--- src/rtl/matrix_scan_controller_if.sv ---
// matrix_scan_controller_if: image inputs and matrix pin outputs of the 5x7 LED scan controller
// Ports: master drives enable, images, alarm_active, water_critical and receives col_n, row_n, image_sel, frame_tick;
//        slave is the controller side with the opposite directions.
interface matrix_scan_controller_if;
  logic       enable;
  logic [6:0] water_col_1;
  logic [6:0] water_col_0;
  logic [6:0] alarm_col_1;
  logic [6:0] alarm_col_0;
  logic       alarm_active;
  logic       water_critical;
  logic [4:0] col_n;
  logic [6:0] row_n;
  logic       image_sel;
  logic       frame_tick;
  modport master (
    output enable, water_col_1, water_col_0, alarm_col_1, alarm_col_0, alarm_active, water_critical,
    input  col_n, row_n, image_sel, frame_tick
  );
  modport slave (
    input  enable, water_col_1, water_col_0, alarm_col_1, alarm_col_0, alarm_active, water_critical,
    output col_n, row_n, image_sel, frame_tick
  );
endinterface

--- src/rtl/matrix_scan_controller.sv ---
// matrix_scan_controller: time-multiplexed 5x7 LED scan with water/alarm image rotation and critical blink
// Ports: clk, rst_n (async active-low); bus (slave) carries enable, the two-column images,
//        alarm_active, water_critical in and col_n, row_n, image_sel, frame_tick out (all registered).
module matrix_scan_controller #(
  parameter int SCAN_DIV     = 1000,
  parameter int DWELL_FRAMES = 250,
  parameter int BLINK_FRAMES = 50
) (
  input logic clk,
  input logic rst_n,
  matrix_scan_controller_if.slave bus
);
  localparam int PW = $clog2(SCAN_DIV);
  localparam int DW = $clog2(DWELL_FRAMES + 1);
  localparam int BW = $clog2(BLINK_FRAMES + 1);
  typedef enum logic {S_WATER, S_ALARM} state_t;
  state_t        r_state, w_state_nxt;
  logic [PW-1:0] r_presc, w_presc_nxt;
  logic [2:0]    r_col, w_col_nxt;
  logic [DW-1:0] r_dwell, w_dwell_nxt;
  logic [BW-1:0] r_blink_cnt;
  logic          r_phase_off;
  logic [6:0]    r_row, w_row, w_img;
  logic [4:0]    r_col_n;
  logic [6:0]    r_row_n;
  logic          r_frame_tick;
  logic          w_slot_end, w_wrap, w_dwell_end, w_blink_end, w_blank, w_outer;
  assign w_slot_end  = r_presc == PW'(SCAN_DIV - 1);
  assign w_wrap      = w_slot_end && r_col == 3'd4;
  assign w_presc_nxt = w_slot_end ? '0 : r_presc + PW'(1);
  assign w_col_nxt   = !w_slot_end ? r_col : (w_wrap ? 3'd0 : r_col + 3'd1);
  assign w_dwell_end = r_dwell == DW'(DWELL_FRAMES - 1);
  assign w_blink_end = r_blink_cnt == BW'(BLINK_FRAMES - 1);
  assign w_outer     = r_col == 3'd0 || r_col == 3'd4;
  assign w_img       = r_state == S_ALARM ? (w_outer ? bus.alarm_col_1 : bus.alarm_col_0)
                                          : (w_outer ? bus.water_col_1 : bus.water_col_0);
  assign w_blank     = bus.water_critical && r_state == S_WATER && r_phase_off;
  // Rows are captured during the blank cycle of each slot and held for the rest of it.
  assign w_row       = r_presc == '0 ? (w_blank ? 7'h00 : w_img) : r_row;
  assign bus.col_n      = r_col_n;
  assign bus.row_n      = r_row_n;
  assign bus.image_sel  = r_state == S_ALARM;
  assign bus.frame_tick = r_frame_tick;
  // Scheduler only moves at a frame boundary; with no alarm in WATER the dwell stays at 0.
  always_comb begin
    w_state_nxt = r_state;
    w_dwell_nxt = r_dwell;
    if (w_wrap && r_state == S_WATER) begin
      w_state_nxt = bus.alarm_active && w_dwell_end ? S_ALARM : S_WATER;
      w_dwell_nxt = bus.alarm_active && !w_dwell_end ? r_dwell + DW'(1) : '0;
    end else if (w_wrap) begin
      w_state_nxt = !bus.alarm_active || w_dwell_end ? S_WATER : S_ALARM;
      w_dwell_nxt = !bus.alarm_active || w_dwell_end ? '0 : r_dwell + DW'(1);
    end
  end
  always_ff @(posedge clk or negedge rst_n) begin
    if (!rst_n) begin
      r_state <= S_WATER;
      r_dwell <= '0;
    end else begin
      r_state <= bus.enable ? w_state_nxt : S_WATER;
      r_dwell <= bus.enable ? w_dwell_nxt : '0;
    end
  end
  always_ff @(posedge clk or negedge rst_n) begin
    if (!rst_n) begin
      r_presc      <= '0;
      r_col        <= '0;
      r_row        <= '0;
      r_blink_cnt  <= '0;
      r_phase_off  <= 1'b0;
      r_col_n      <= 5'h1F;
      r_row_n      <= 7'h7F;
      r_frame_tick <= 1'b0;
    end else if (!bus.enable) begin
      r_presc      <= '0;
      r_col        <= '0;
      r_row        <= '0;
      r_blink_cnt  <= '0;
      r_phase_off  <= 1'b0;
      r_col_n      <= 5'h1F;
      r_row_n      <= 7'h7F;
      r_frame_tick <= 1'b0;
    end else begin
      r_presc      <= w_presc_nxt;
      r_col        <= w_col_nxt;
      r_row        <= w_row;
      r_frame_tick <= w_wrap;
      r_blink_cnt  <= !bus.water_critical ? '0 : !w_wrap ? r_blink_cnt : w_blink_end ? '0 : r_blink_cnt + BW'(1);
      r_phase_off  <= bus.water_critical && (r_phase_off ^ (w_wrap && w_blink_end));
      r_col_n      <= w_presc_nxt == '0 ? 5'h1F : ~(5'd1 << w_col_nxt);
      r_row_n      <= w_presc_nxt == '0 ? 7'h7F : ~w_row;
    end
  end
endmodule

--- src/flat_wrapper.sv ---
// flat-port wrapper written by rule: the top's interface ports become plain ports
module matrix_scan_controller_flat 
#(
  parameter int SCAN_DIV     = 1000,
  parameter int DWELL_FRAMES = 250,
  parameter int BLINK_FRAMES = 50
)
  (clk, rst_n, bus_enable, bus_water_col_1, bus_water_col_0, bus_alarm_col_1, bus_alarm_col_0, bus_alarm_active, bus_water_critical, bus_col_n, bus_row_n, bus_image_sel, bus_frame_tick);
  matrix_scan_controller_if bus_i ();
  input logic clk;
  input logic rst_n;
  input wire logic [$bits(bus_i.enable)-1:0] bus_enable;
  input wire logic [$bits(bus_i.water_col_1)-1:0] bus_water_col_1;
  input wire logic [$bits(bus_i.water_col_0)-1:0] bus_water_col_0;
  input wire logic [$bits(bus_i.alarm_col_1)-1:0] bus_alarm_col_1;
  input wire logic [$bits(bus_i.alarm_col_0)-1:0] bus_alarm_col_0;
  input wire logic [$bits(bus_i.alarm_active)-1:0] bus_alarm_active;
  input wire logic [$bits(bus_i.water_critical)-1:0] bus_water_critical;
  output wire logic [$bits(bus_i.col_n)-1:0] bus_col_n;
  output wire logic [$bits(bus_i.row_n)-1:0] bus_row_n;
  output wire logic [$bits(bus_i.image_sel)-1:0] bus_image_sel;
  output wire logic [$bits(bus_i.frame_tick)-1:0] bus_frame_tick;
  assign bus_i.enable = bus_enable;
  assign bus_i.water_col_1 = bus_water_col_1;
  assign bus_i.water_col_0 = bus_water_col_0;
  assign bus_i.alarm_col_1 = bus_alarm_col_1;
  assign bus_i.alarm_col_0 = bus_alarm_col_0;
  assign bus_i.alarm_active = bus_alarm_active;
  assign bus_i.water_critical = bus_water_critical;
  assign bus_col_n = bus_i.col_n;
  assign bus_row_n = bus_i.row_n;
  assign bus_image_sel = bus_i.image_sel;
  assign bus_frame_tick = bus_i.frame_tick;
  matrix_scan_controller #(.SCAN_DIV(SCAN_DIV), .DWELL_FRAMES(DWELL_FRAMES), .BLINK_FRAMES(BLINK_FRAMES)) u_core (.clk(clk), .rst_n(rst_n), .bus(bus_i));
endmodule
--- config.mk ---
export PLATFORM = sky130hd
export DESIGN_NAME = matrix_scan_controller_flat
export DESIGN_NICKNAME = d
export VERILOG_FILES = /design/src/rtl/matrix_scan_controller_if.sv /design/src/rtl/matrix_scan_controller.sv /design/src/flat_wrapper.sv
export SDC_FILE = /design/constraint.sdc
export NUM_CORES = 1
export LEC_CHECK = 0
export BUFFER_PORTS_ARGS = -buffer_cell sky130_fd_sc_hd__clkbuf_2
export CORE_ASPECT_RATIO = 0.8
export CORE_MARGIN = 8
export CORE_UTILIZATION = 55
export CTS_BUF_LIST = sky130_fd_sc_hd__clkbuf_16
export CTS_CLUSTER_DIAMETER = 100
export DETAILED_ROUTE_END_ITERATION = 10
export GPL_ROUTABILITY_DRIVEN = 0
export PLACE_DENSITY = 0.78
export SYNTH_ARGS = -nofsm -noshare
export SYNTH_HDL_FRONTEND = slang
export SYNTH_SLANG_ARGS = --single-unit
--- constraint.sdc ---
create_clock -name clk -period 5.9 [get_ports clk]
set_clock_uncertainty 0.15 [all_clocks]
set_input_delay 0.295 -clock clk [delete_from_list [all_inputs] [get_ports clk]]
set_output_delay 0.295 -clock clk [all_outputs]
set_load 0.05 [all_outputs]
==> impl_metrics.env, run 1 <==
export IMPL_status="finished clean"
export IMPL_tns_ps=0
export IMPL_critPathMaxFanout=12
export IMPL_syn_area_um2=2780
export IMPL_ant_nets=0
export IMPL_relSlewSlack_pct=36.3
export IMPL_holdWs_ps=118
export IMPL_power_uw=719
export IMPL_die_y_um=79.6
export IMPL_grt_usage_pct=16.2
export IMPL_clk_pin_slew_ps=70
export IMPL_ys_types=47
export IMPL_h_tree_depth=2
export IMPL_max_freq_ghz=0.299
export IMPL_die_area_um2=7600
export IMPL_cts_tree="done"
export IMPL_grt_pass1_vias=2085
export IMPL_cp_end_kind="flop"
export IMPL_synth_seq_cells=49
export IMPL_required_ps=5960
export IMPL_worstHoldPathType="primary input to flop"
export IMPL_cts_resized=0
export IMPL_via_count=2267
export IMPL_finalCritPeriodShare_pct=56.6
export IMPL_fin_nets=368
export IMPL_hpwl_um=4190
export IMPL_area_delta_synth_final_pct=13.9
export IMPL_layout_setup_ws_ps=2560
export IMPL_startpoint_type="flop"
export IMPL_grt_max_degree=50
export IMPL_ys_top_cells_by_area="dfrtp_1 33%, dfstp_2 11%, mux4_2 5.7%, nand2_1 5.3%, nand3_1 3.8%"
export IMPL_place_ws_ps=2570
export IMPL_syn_inst=291
export IMPL_drive_above_1_share_pct=24.1
export IMPL_insertion_delay_ps=290
export IMPL_setup_viol=0
export IMPL_peakVddDrop_mv=0.160
export IMPL_drv_cap=0
export IMPL_async_flop_share_pct=100
export IMPL_core_area_um2=4950
export IMPL_grt_pass1_wl_um=9760
export IMPL_drc=0
export IMPL_netlist_area_leader_share_pct=33.3
export IMPL_initial_core_util_pct=56.2
export IMPL_synth_edf_count=0
export IMPL_drt_pass1_iterations=4
export IMPL_cts_root_buf="clkbuf_16"
export IMPL_overflow=0
export IMPL_clockBufferDepth=2
export IMPL_num_io_pins=47
export IMPL_cts_made_buffers=5
export IMPL_yosys_warnings=0
export IMPL_wl_um=5940
export IMPL_worst_pin_slew_ps=947
export IMPL_io_buffer_count=46
export IMPL_drv_slew=0
export IMPL_vias_per_cell=5.81
export IMPL_synth_area_leader_cell="dfrtp_1"
export IMPL_ys_seq_area_share_pct=44.6
export IMPL_n_antenna_cell=0
export IMPL_p_per_area_nw_per_um2=227
export IMPL_antenna_found_initial=0
export IMPL_synthFlopType="dfrtp_1"
export IMPL_final_hold_viol_count=0
export IMPL_fin_crit_ps=3340
export IMPL_path_class="flop to flop"
export IMPL_rsz0062_at_grt="false"
export IMPL_synthesis_nets=332
export IMPL_die_w_um=95.5
export IMPL_cp_arrival_ps=3400
export IMPL_synth_avg_cell_area_um2=9.55
export IMPL_num_rows=23
export IMPL_clock_sinks=49
export IMPL_first_iter_violations=174
export IMPL_post_drt_wl_per_cell_um=15.2
export IMPL_p_leak_nw=1.32
## worst max-delay path, stage by stage, from the launching register on
cell,delay [ps]
dfrtp_1,470
inv_1,130
ha_1,440
nand2_1,220
nor4_2,750
nand3_1,360
or4_1,550
a21boi_0,190
## where the power goes
part	switching, mW	total (mW)	internal, mW
combinational	0.0529	0.0800	0.0271
sequential	0.00617	0.357	0.351
clock	0.124	0.282	0.158
## state kept, by name, indices dropped and copies added (netlist names)
register,count
u_core.bus.col_n,5
u_core.bus.frame_tick,1
u_core.bus.image_sel,1
u_core.bus.row_n,7
u_core.r_blink_cnt,6
u_core.r_col,3
u_core.r_dwell,8
u_core.r_phase_off,1
u_core.r_presc,10
u_core.r_row,7
## placed cells by master (no fill, tap or decap), drive strengths merged, types with 7 or more instances in the layout
cell / n
nor2: 18
a21boi: 13
clkbuf: 51
nor3: 11
ha: 8
nand3: 21
dfrtp: 37
dfstp: 12
o21ai: 16
mux4: 7
nand2: 39
a21oi: 11
## per-stage QoR
stage / cells / utilization (%) / instance area (µm²)
2_1_floorplan: 291 / - / 2780
3_3_place_gp: 381 / 60.8 / 3010
3_5_place_dp: 381 / 60.8 / 3010
4_1_cts: 390 / 64.0 / 3170
5_1_grt: 390 / 64.0 / 3170
6_report: 390 / 64.0 / 3170
## synthesized netlist by cell type (2+ instances only)
library cell  instances
clkbuf_1              9
buf_2                 6
and2_1                6
a21oi_1              11
nand3b_1              4
dfrtp_1              37
xor2_1                4
mux4_2                7
nor3_1               11
ha_1                  8
a21o_1                2
nand2_1              39
and3_1                6
a311oi_1              2
o21ai_0              16
or3_1                 6
nand3_1              21
inv_1                 6
dfstp_2              12
o211ai_1              4
nor2_1               18
nor2b_1               4
a31oi_1               5
xnor2_1               4
a21boi_0             13
buf_1                 2
nand4b_1              2
nand4_1               4
or4_1                 4
## path summary, 6_finish.rpt
path                                            start                    end  slack (ps)  depth (start not counted)
max in group asynchronous                       rst_n      u_core.r_presc[8]        4700                          3
worst min register to register  u_core.r_blink_cnt[5]  u_core.r_blink_cnt[5]         360                          1
worst min-delay path                 bus_alarm_active   u_core.bus.image_sel         120                          3
min in group asynchronous                       rst_n  u_core.r_blink_cnt[2]         480                          3
worst max-delay path                  u_core.r_col[0]      u_core.r_dwell[6]        2560                          7
worst max register to register        u_core.r_col[0]      u_core.r_dwell[6]        2560                          7
## timing repair
item	4_1_cts	5_1_grt
endpoints found under the setup margin	0	0
hold buffers	1	0
endpoints found under the hold margin	37	0
setup buffers	0	0
## routing by layer
layer | global-route usage, % | routed length, µm | vias up
met5 | 0 | 0 | -
li1 | - | - | 1120
met3 | 5.55 | 550 | 8
met2 | 24.6 | 2610 | 74
met4 | 5.05 | 63 | 0
met1 | 21.4 | 2710 | 1065
## final cells by class
type                       instances  area [µm²]
sequential                        49        1240
clock buffer                       5         125
multi-input combinational        217        1430
clock inverter                     3        22.5
timing repair buffer              48         248
fill                             416        1780
tap                               62        77.6
inverter                           6        22.5
## kinds of logic (layout without fill, tap and decap cells)
logic type	count (synthesis)	after routing	synth area share [%]
AO/OA/AOI/OAI	61	61	14.3
XOR/XNOR	8	8	2.52
adder cells (fa/ha/maj)	8	8	3.60
buffers and inverters	25	62	3.96
flip-flops	49	49	44.6
multiplexers	7	7	5.67
AND/OR/NAND/NOR	133	133	25.3
No activity file was read; power rests on OpenSTA's default activity.
==> run 2: changes to the inputs <==
Clock period 5.9 ns to 3.5 ns, I/O delays scaled along.
==> run 2 against run 1 <==
Global-route usage up 0.53 points. Die area unchanged. Power up 69%. Critical path depth down 1. First-iteration DRC count down 7.5%. Largest cell class unchanged.
==> impl_metrics.env, run 2 (same netlist as run 1, synthesis figures left out) <==
export IMPL_critPathMaxFanout=14
export IMPL_cp_end_kind="flop"
export IMPL_cts_made_buffers=5
export IMPL_num_io_pins=47
export IMPL_grt_pass1_vias=2133
export IMPL_first_iter_violations=161
export IMPL_tns_ps=0
export IMPL_drive_above_1_share_pct=24.2
export IMPL_placed_cell_area_um2=3020
export IMPL_cp_arrival_ps=2910
export IMPL_num_rows=23
export IMPL_h_tree_depth=2
export IMPL_via_count=2334
export IMPL_hpwl_um=4630
export IMPL_hp_start="bus_water_critical"
export IMPL_post_drt_wl_per_cell_um=16.3
export IMPL_cts_root_buf="clkbuf_16"
export IMPL_relSlewSlack_pct=40.0
export IMPL_core_area_um2=4950
export IMPL_cp_startpoint="u_core.r_col[0]"
export IMPL_drt_pass1_iterations=4
export IMPL_die_w_um=95.5
export IMPL_path_class="flop to flop"
export IMPL_clockBufferDepth=2
export IMPL_grt_usage_pct=16.8
export IMPL_final_hold_viol_count=0
export IMPL_fillers=415
export IMPL_reg2reg_slack_ps=650
export IMPL_largestRegisters="u_core.r_presc x10, u_core.r_dwell x8"
export IMPL_area_delta_synth_final_pct=14.4
export IMPL_fin_crit_ps=2850
export IMPL_p_leak_nw=1.32
export IMPL_fin_nets=370
export IMPL_final_cell_mix="46 x clkbuf_2, 39 x nand2_1, 37 x dfrtp_1"
export IMPL_required_ps=3560
export IMPL_finalCritPeriodShare_pct=81.4
export IMPL_peakVddDrop_mv=0.280
export IMPL_insertion_delay_ps=290
export IMPL_status="finished clean"
export IMPL_worst_pin_slew_ps=897
export IMPL_rsz0062_at_grt="false"
export IMPL_cts_setup_buffers=0
export IMPL_p_per_area_nw_per_um2=383
export IMPL_die_area_um2=7600
export IMPL_ant_nets=0
export IMPL_stdcell_area_um2=3180
export IMPL_cts_tree="done"
export IMPL_clk_pin_slew_ps=70
export IMPL_drv_cap=0
export IMPL_startpoint_type="flop"
export IMPL_holdPathStages=3
export IMPL_grt_max_degree=32
export IMPL_max_freq_ghz=0.351
export IMPL_antenna_found_initial=0
export IMPL_die_y_um=79.6
export IMPL_vias_per_cell=5.95
export IMPL_layout_commonest_cell="clkbuf_2"
export IMPL_seqCellArea_um2=1240
export IMPL_multi_input_area_um2=1430
export IMPL_clock_sinks=49
export IMPL_grt_pass1_wl_um=10100
export IMPL_drv_slew=0
export IMPL_initial_core_util_pct=56.2
export IMPL_overflow=0
export IMPL_rr_endpoint="u_core.r_blink_cnt[3]"
export IMPL_n_antenna_cell=0
export IMPL_worstReg2RegStart="u_core.r_col[0]"
export IMPL_io_buffer_count=46
export IMPL_setup_viol=0
export IMPL_drc=0
export IMPL_worstHoldEndpoint="u_core.r_blink_cnt[2]"
export IMPL_regMostFlops="u_core.r_presc"
export IMPL_r2r_worst_path_cells=6
export IMPL_worstHoldPathType="primary input to flop"
export IMPL_largest_register_ffs=10
export IMPL_wl_um=6390
export IMPL_holdWs_ps=117
==> run 2: cell types whose count changed in the layout (fill, tap and decap cells not counted), sizes merged <==
cell         change
buf              +1
clkinv           -2
clkinvlp         +1
dlygate4sd3      +1
inv              +1
==> run 2: layout make-up <==
class | count | area share [%]
tap | 62 | 2.44
clock buffer | 5 | 3.93
sequential | 49 | 39.0
timing repair buffer | 50 | 8.34
inverter | 6 | 0.708
multi-input combinational | 217 | 44.9
clock inverter | 3 | 0.669
==> run 2: worst max path at each step <==
| stage | endpoint | slack (ps) | cells after the start |
|---|---|---|---|
| 2_1_floorplan | u_core.r_blink_cnt[3] | 1140 | 7 |
| 3_3_place_gp | u_core.r_blink_cnt[3] | 770 | 6 |
| 3_5_place_dp | u_core.r_blink_cnt[3] | 680 | 6 |
| 4_1_cts | u_core.r_blink_cnt[3] | 650 | 6 |
| 5_1_grt | u_core.r_dwell[2] | 400 | 8 |
| 6_report | u_core.r_blink_cnt[3] | 650 | 6 |
==> run 2: where the power goes <==
part | switching [mW] | internal, mW
Sequential | 0.0114 | 0.591
Combinational | 0.0919 | 0.0465
Clock | 0.211 | 0.266
==> run 2: critical path, stage by stage, from the launching register on <==
cell and delay, ps:
dfrtp_1 450, inv_1 120, ha_1 420, nand2_1 230, or4_1 680, or4_1 570
a21oi_1 150
==> run 2: stage by stage <==
| step | cells | worst slack (ps) | utilization, % | power [mW] |
|---|---|---|---|---|
| 3_3_place_gp | 382 | 770 | 60.9 | 0.745 |
| 5_1_grt | 392 | 403 | 64.3 | 1.26 |
| 2_1_floorplan | 291 | 1140 | - | 0.696 |
| 6_report | 392 | 652 | 64.3 | 1.22 |
| 3_5_place_dp | 382 | 685 | 60.9 | 0.750 |
| 4_1_cts | 392 | 652 | 64.3 | 1.23 |
==> run 2: per-layer routing <==
metal / GRT usage, % / wire length [µm] / up-vias
li1: - / - / 1120
met3: 4.89 / 582 / 4
met4: 4.29 / 48 / 0
met1: 21.9 / 2840 / 1130
met5: 0 / 0 / -
met2: 26.6 / 2910 / 80
==> run 2: timing repair <==
| item | CTS | global route |
|---|---|---|
| hold endpoints to repair | 26 | 0 |
| resized for setup | 0 | 0 |
| endpoints found under the setup margin | 0 | 0 |
| hold buffers | 2 | 0 |
